## src/rtl/pid_control_summer.sv

```systemverilog
// rtl/pid_control_summer.sv - PID contribution summer: 2-stage sum, saturation, valid/ready output, clip counter
// Optional rate limiter: define PID_SUMMER_RATE_LIMIT_EN to bound |u(n) - u(n-1)| by MAX_STEP.
module pid_control_summer #(
    parameter int W        = 6,
    parameter int CNT_W    = 8,
    parameter int MAX_STEP = 4
) (
    input  logic             clk,
    input  logic             rst,
    input  logic             ena,
    input  logic             in_valid,
    output logic             in_ready,
    input  logic [W-1:0]     p_contrib,
    input  logic [W-1:0]     i_contrib,
    input  logic [W-1:0]     d_contrib,
    output logic             out_valid,
    input  logic             out_ready,
    output logic [W-1:0]     u,
    output logic             sat,
    output logic [CNT_W-1:0] sat_count
);

    // Two guard bits: the sum of three W-bit signed words always fits in W+2 bits.
    localparam int SW = W + 2;
    localparam logic signed [SW-1:0] U_MAX = {3'b000, {(W-1){1'b1}}};
    localparam logic signed [SW-1:0] U_MIN = {3'b111, {(W-1){1'b0}}};

    logic                 adv;
    logic                 s1_valid;
    logic signed [SW-1:0] s1_sum;
    logic [W-1:0]         s1_d;
    logic signed [SW-1:0] full;
    logic signed [SW-1:0] clipped;
    logic signed [SW-1:0] limited;
    logic [W-1:0]         u_new;
    logic                 sat_new;

    // The whole pipeline moves together whenever the output slot is free or being drained.
    assign adv      = ena & (~out_valid | out_ready);
    assign in_ready = adv & ~rst;

    // Stage 1: partial sum p+i, carry d alongside.
    always_ff @(posedge clk) begin
        if (rst) begin
            s1_valid <= 1'b0;
            s1_sum   <= '0;
            s1_d     <= '0;
        end else if (adv) begin
            s1_sum   <= {{2{p_contrib[W-1]}}, p_contrib} + {{2{i_contrib[W-1]}}, i_contrib};
            s1_d     <= d_contrib;
            s1_valid <= in_valid & in_ready;
        end
    end

    // Full-precision total and clip to the control-word range.
    always_comb begin
        full    = s1_sum + {{2{s1_d[W-1]}}, s1_d};
        clipped = full;
        if (full > U_MAX) begin
            clipped = U_MAX;
        end else if (full < U_MIN) begin
            clipped = U_MIN;
        end
    end

`ifdef PID_SUMMER_RATE_LIMIT_EN
    localparam logic signed [SW-1:0] STEP = SW'(MAX_STEP);

    logic [W-1:0]         u_prev;
    logic signed [SW-1:0] prev_ext;
    logic signed [SW-1:0] lo;
    logic signed [SW-1:0] hi;

    // Slew-limit around the previous output; W+2 bits keep the bounds from wrapping near the rails.
    always_comb begin
        prev_ext = {{2{u_prev[W-1]}}, u_prev};
        lo       = prev_ext - STEP;
        hi       = prev_ext + STEP;
        limited  = clipped;
        if (clipped > hi) begin
            limited = hi;
        end else if (clipped < lo) begin
            limited = lo;
        end
    end

    // Remember the last produced output as the reference for the next step.
    always_ff @(posedge clk) begin
        if (rst) begin
            u_prev <= '0;
        end else if (adv && s1_valid) begin
            u_prev <= u_new;
        end
    end
`else
    // No limiter: the clipped value goes straight out.
    always_comb begin
        limited = clipped;
    end
`endif

    assign u_new   = limited[W-1:0];
    assign sat_new = (limited != full);

    // Stage 2: output register, valid tracking and saturating clip counter.
    always_ff @(posedge clk) begin
        if (rst) begin
            out_valid <= 1'b0;
            u         <= '0;
            sat       <= 1'b0;
            sat_count <= '0;
        end else if (adv) begin
            if (s1_valid) begin
                out_valid <= 1'b1;
                u         <= u_new;
                sat       <= sat_new;
                if (sat_new && (sat_count != {CNT_W{1'b1}})) begin
                    sat_count <= sat_count + CNT_W'(1);
                end
            end else if (out_ready) begin
                out_valid <= 1'b0;
            end
        end
    end

endmodule

```

## config.mk

```make
export PLATFORM = sky130hd
export DESIGN_NAME = pid_control_summer
export DESIGN_NICKNAME = d
export VERILOG_FILES = /design/src/rtl/pid_control_summer.sv
export SDC_FILE = /design/constraint.sdc
export NUM_CORES = 1
export LEC_CHECK = 0
export ABC_AREA = 1
export CAP_MARGIN = 25
export CORE_MARGIN = 1.5
export CORE_UTILIZATION = 30
export CTS_CLUSTER_SIZE = 40
export DETAILED_ROUTE_END_ITERATION = 6
export DONT_BUFFER_PORTS = 1
export PLACE_DENSITY_LB_ADDON = 0.3
export SLEW_MARGIN = 20
export SYNTH_ARGS = -nofsm -noshare
export SYNTH_HDL_FRONTEND = slang
export SYNTH_SLANG_ARGS = --single-unit
```

## constraint.sdc

```tcl
create_clock -name clk -period 3 [get_ports clk]
set_clock_uncertainty 0.1 [all_clocks]
set_input_delay 0.75 -clock clk [delete_from_list [all_inputs] [get_ports clk]]
set_output_delay 0.75 -clock clk [all_outputs]
set_load 0.01 [all_outputs]
```

==> impl_metrics.py <==
metrics = {
    "timing": {
        "max_slew.worst_pin.slew_ns": 0.523,
        "setup_viol": 0,
        "fin_crit_ns": 2.77,
        "fin_ws_ns": 0.226,
        "max_freq_mhz": 360,
        "slew_headroom_pct": 65.1,
        "min_period_over_period_pct": 92.5,
        "hold_viol_final": 0,
        "finalSetupTns_ns": 0,
        "maxSlewViolCount": 0,
    },
    "place": {
        "numPortBuffers": 0,
        "finalWeightedCongestion": 0.784,
        "hpwl_um": 3090,
        "place_ws_ns": 0.0861,
    },
    "clocking": {
        "cts_buffer_depth": 2,
        "htree_levels": 2,
        "worstSkewPairLatency_ns": 0.29,
        "cts_made_buffers": 5,
        "clkSinkCount": 30,
        "cts_tree": "done",
        "root_buffer": "clkbuf_8",
        "clkSlewWorstSetupHoldPaths_ns": 0.06,
        "cts-hold-fix-buffers": 0,
    },
    "power_and_ir_drop": {
        "peakVddDrop_mv": 0.206,
        "powerDensity_nw_per_um2": 493,
        "power_mw": 1.05,
        "p_leak_nw": 0.979,
    },
    "detailed_routing": {
        "first_pass_iters": 4,
        "viasPerCell": 4.94,
        "drc": 0,
        "route.antenna.remaining_nets": 0,
        "vias": 1714,
        "drtIter0Drc": 107,
        "wirelength_um": 4190,
        "wl_per_cell_um": 12.1,
    },
    "logic_synthesis": {
        "synthTopCellsByArea": "dfxtp_1 (31%), nand2_1 (10%), ha_1 (9.8%), a21oi_1 (6.3%), nor2_1 (5.9%)",
        "synth_commonest_cells": "nand2_1 (53), dfxtp_1 (30), nor2_1 (30), inv_1 (27), a21oi_1 (24)",
        "synth_top_area_share_pct": 31.5,
        "synth-edff-count": 0,
        "syn_nets": 303,
        "synthCells": 263,
        "syn_area_per_cell_um2": 7.26,
        "netlist_area_um2": 1910,
        "synth.ff_latch_count": 30,
        "synthArstFlopShare_pct": 0,
        "yosys_warnings": 0,
        "synth_cell_types": 31,
        "yosysSeqAreaShare_pct": 31.5,
        "synth_flop_cell": "dfxtp_1",
        "synth_top_area_cell": "dfxtp_1",
        "synthMostInstantiatedCell": "nand2_1",
    },
    "grt": {
        "grt_antenna_before_repair": 0,
        "grtUsageTotal_pct": 13.6,
        "grt_pass1_vias": 1617,
        "grt_pass1_wl_um": 7140,
        "grt_start_max_net_pins": 20,
        "overflow": 0,
    },
    "finish": {
        "syn_to_final_growth_pct": 11.2,
        "final_layout_size_suffix_gt1_share_pct": 12.1,
        "num_antenna_cells": 0,
        "nets": 311,
        "final_util_pct": 35.2,
    },
    "die": {
        "io-pin-count": 40,
        "die_w_um": 82.8,
        "dieArea_um2": 6850,
        "start_util_pct": 31.7,
        "die_h_um": 82.8,
        "core_area_um2": 6030,
        "num_rows": 28,
    },
    "setup_path": {
        "cp_max_fo": 5,
        "worst-r2r-setup-slack_ns": 0.23,
        "crit_type": "reg2reg",
        "critPathLaunchType": "flip-flop",
        "critPathArrivalTime_ns": 2.86,
        "crit_required_ns": 3.08,
        "crit_path_end_kind": "flip-flop",
    },
    "run_status": {
        "status": "finished clean",
    },
    "worst_hold_path": {
        "hold_path.class": "reg2reg",
    },
    "run": {
        "cap_violations": 0,
    },
}
-- metrics by stage --
step | area, µm² | cells | hold WS, ns
after floorplan | 1910 | 263 | 0.378
after global placement | 2000 | 336 | 0.406
after detailed placement | 2000 | 336 | 0.407
after CTS | 2090 | 344 | 0.417
after global routing | 2120 | 347 | 0.422
final | 2120 | 347 | 0.414
-- cell families (layout without fill, tap and decap cells) --
kind of cell | Yosys count | count (layout) | synth area share, %
DFF | 30 | 30 | 31.5
adders and majority gates | 17 | 17 | 11.9
buffers and inverters | 32 | 39 | 6.42
AOI/OAI and AO/OA | 50 | 50 | 14.5
and+or+nand+nor | 124 | 126 | 31.1
xor gates and xnor gates | 10 | 10 | 4.59
-- metal layers --
| metal | vias up | global-route usage, % | part of all wire, % |
|---|---|---|---|
| li1 | 890 | - | - |
| met1 | 794 | 17.7 | 49 |
| met2 | 22 | 20.8 | 45 |
| met3 | 8 | 3.06 | 3.3 |
| met4 | 0 | 7.00 | 2.3 |
| met5 | - | 0 | 0 |
-- repair_timing --
| item | in CTS | in global routing |
|---|---|---|
| setup buffers | 0 | 1 |
| setup endpoints to repair | 0 | 9 |
| gates resized for setup | 0 | 4 |
-- layout make-up --
| type | instances | area [µm²] |
|---|---|---|
| Fill cell | 669 | 3900 |
| Tap cell | 75 | 93.8 |
| Clock buffer | 7 | 86.3 |
| Inverter | 28 | 105 |
| Timing Repair Buffer | 3 | 22.5 |
| Multi-Input combinational cell | 203 | 1210 |
| Clock inverter | 1 | 5.00 |
| Sequential cell | 30 | 601 |
-- final timing paths --
kind,from,endpoint,cells after the start
min,sat$_SDFFE_PP0P_,sat$_SDFFE_PP0P_,2
max,s1_sum[0]$_SDFFE_PP0P_,sat_count[0]$_SDFFE_PP0P_,21
max reg2reg,s1_sum[0]$_SDFFE_PP0P_,sat_count[0]$_SDFFE_PP0P_,21
min reg2reg,sat$_SDFFE_PP0P_,sat$_SDFFE_PP0P_,2
-- flip-flops by register name, summed over array words and instances (netlist names) --
signal	flops
sat_count	8
out_valid	1
s1_sum	7
sat	1
s1_valid	1
s1_d	6
u	6
-- worst max-delay path: stages, from the launching register on --
cell      delay [ns]
dfxtp_1         0.33
ha_1            0.16
inv_1           0.05
fa_2            0.34
inv_1           0.06
nand2_1         0.04
nand2_1         0.09
nand3_1         0.10
nand2_1         0.07
nand2_1         0.08
nand2_2         0.09
nand3_1         0.08
ha_1            0.30
inv_2           0.07
nand2_1         0.04
nand3b_1        0.19
nand2_2         0.13
nand2_4         0.10
nand3_4         0.09
nand2_1         0.06
nand2_1         0.05
nor2_1          0.05
-- placed cells by master (no fill, tap or decap), drive strengths merged --
cell type	n
nand3	17
a21oi	26
o211ai	1
inv	27
ha	15
xor2	6
o221ai	1
xnor2	4
o21ai	21
nand4	7
and2	1
nand3b	4
buf	3
a2111o	1
nand2	62
or2	3
clkbuf	7
nor2	32
fa	2
dfxtp	30
clkinv	2
-- power breakdown --
group          total (mW)  internal, mW  switching (mW)
logic               0.262         0.100           0.162
clock network       0.338         0.185           0.153
registers           0.447         0.425          0.0222
total                1.05         0.710           0.337
Note: power is estimated with default switching activity, not from simulation.
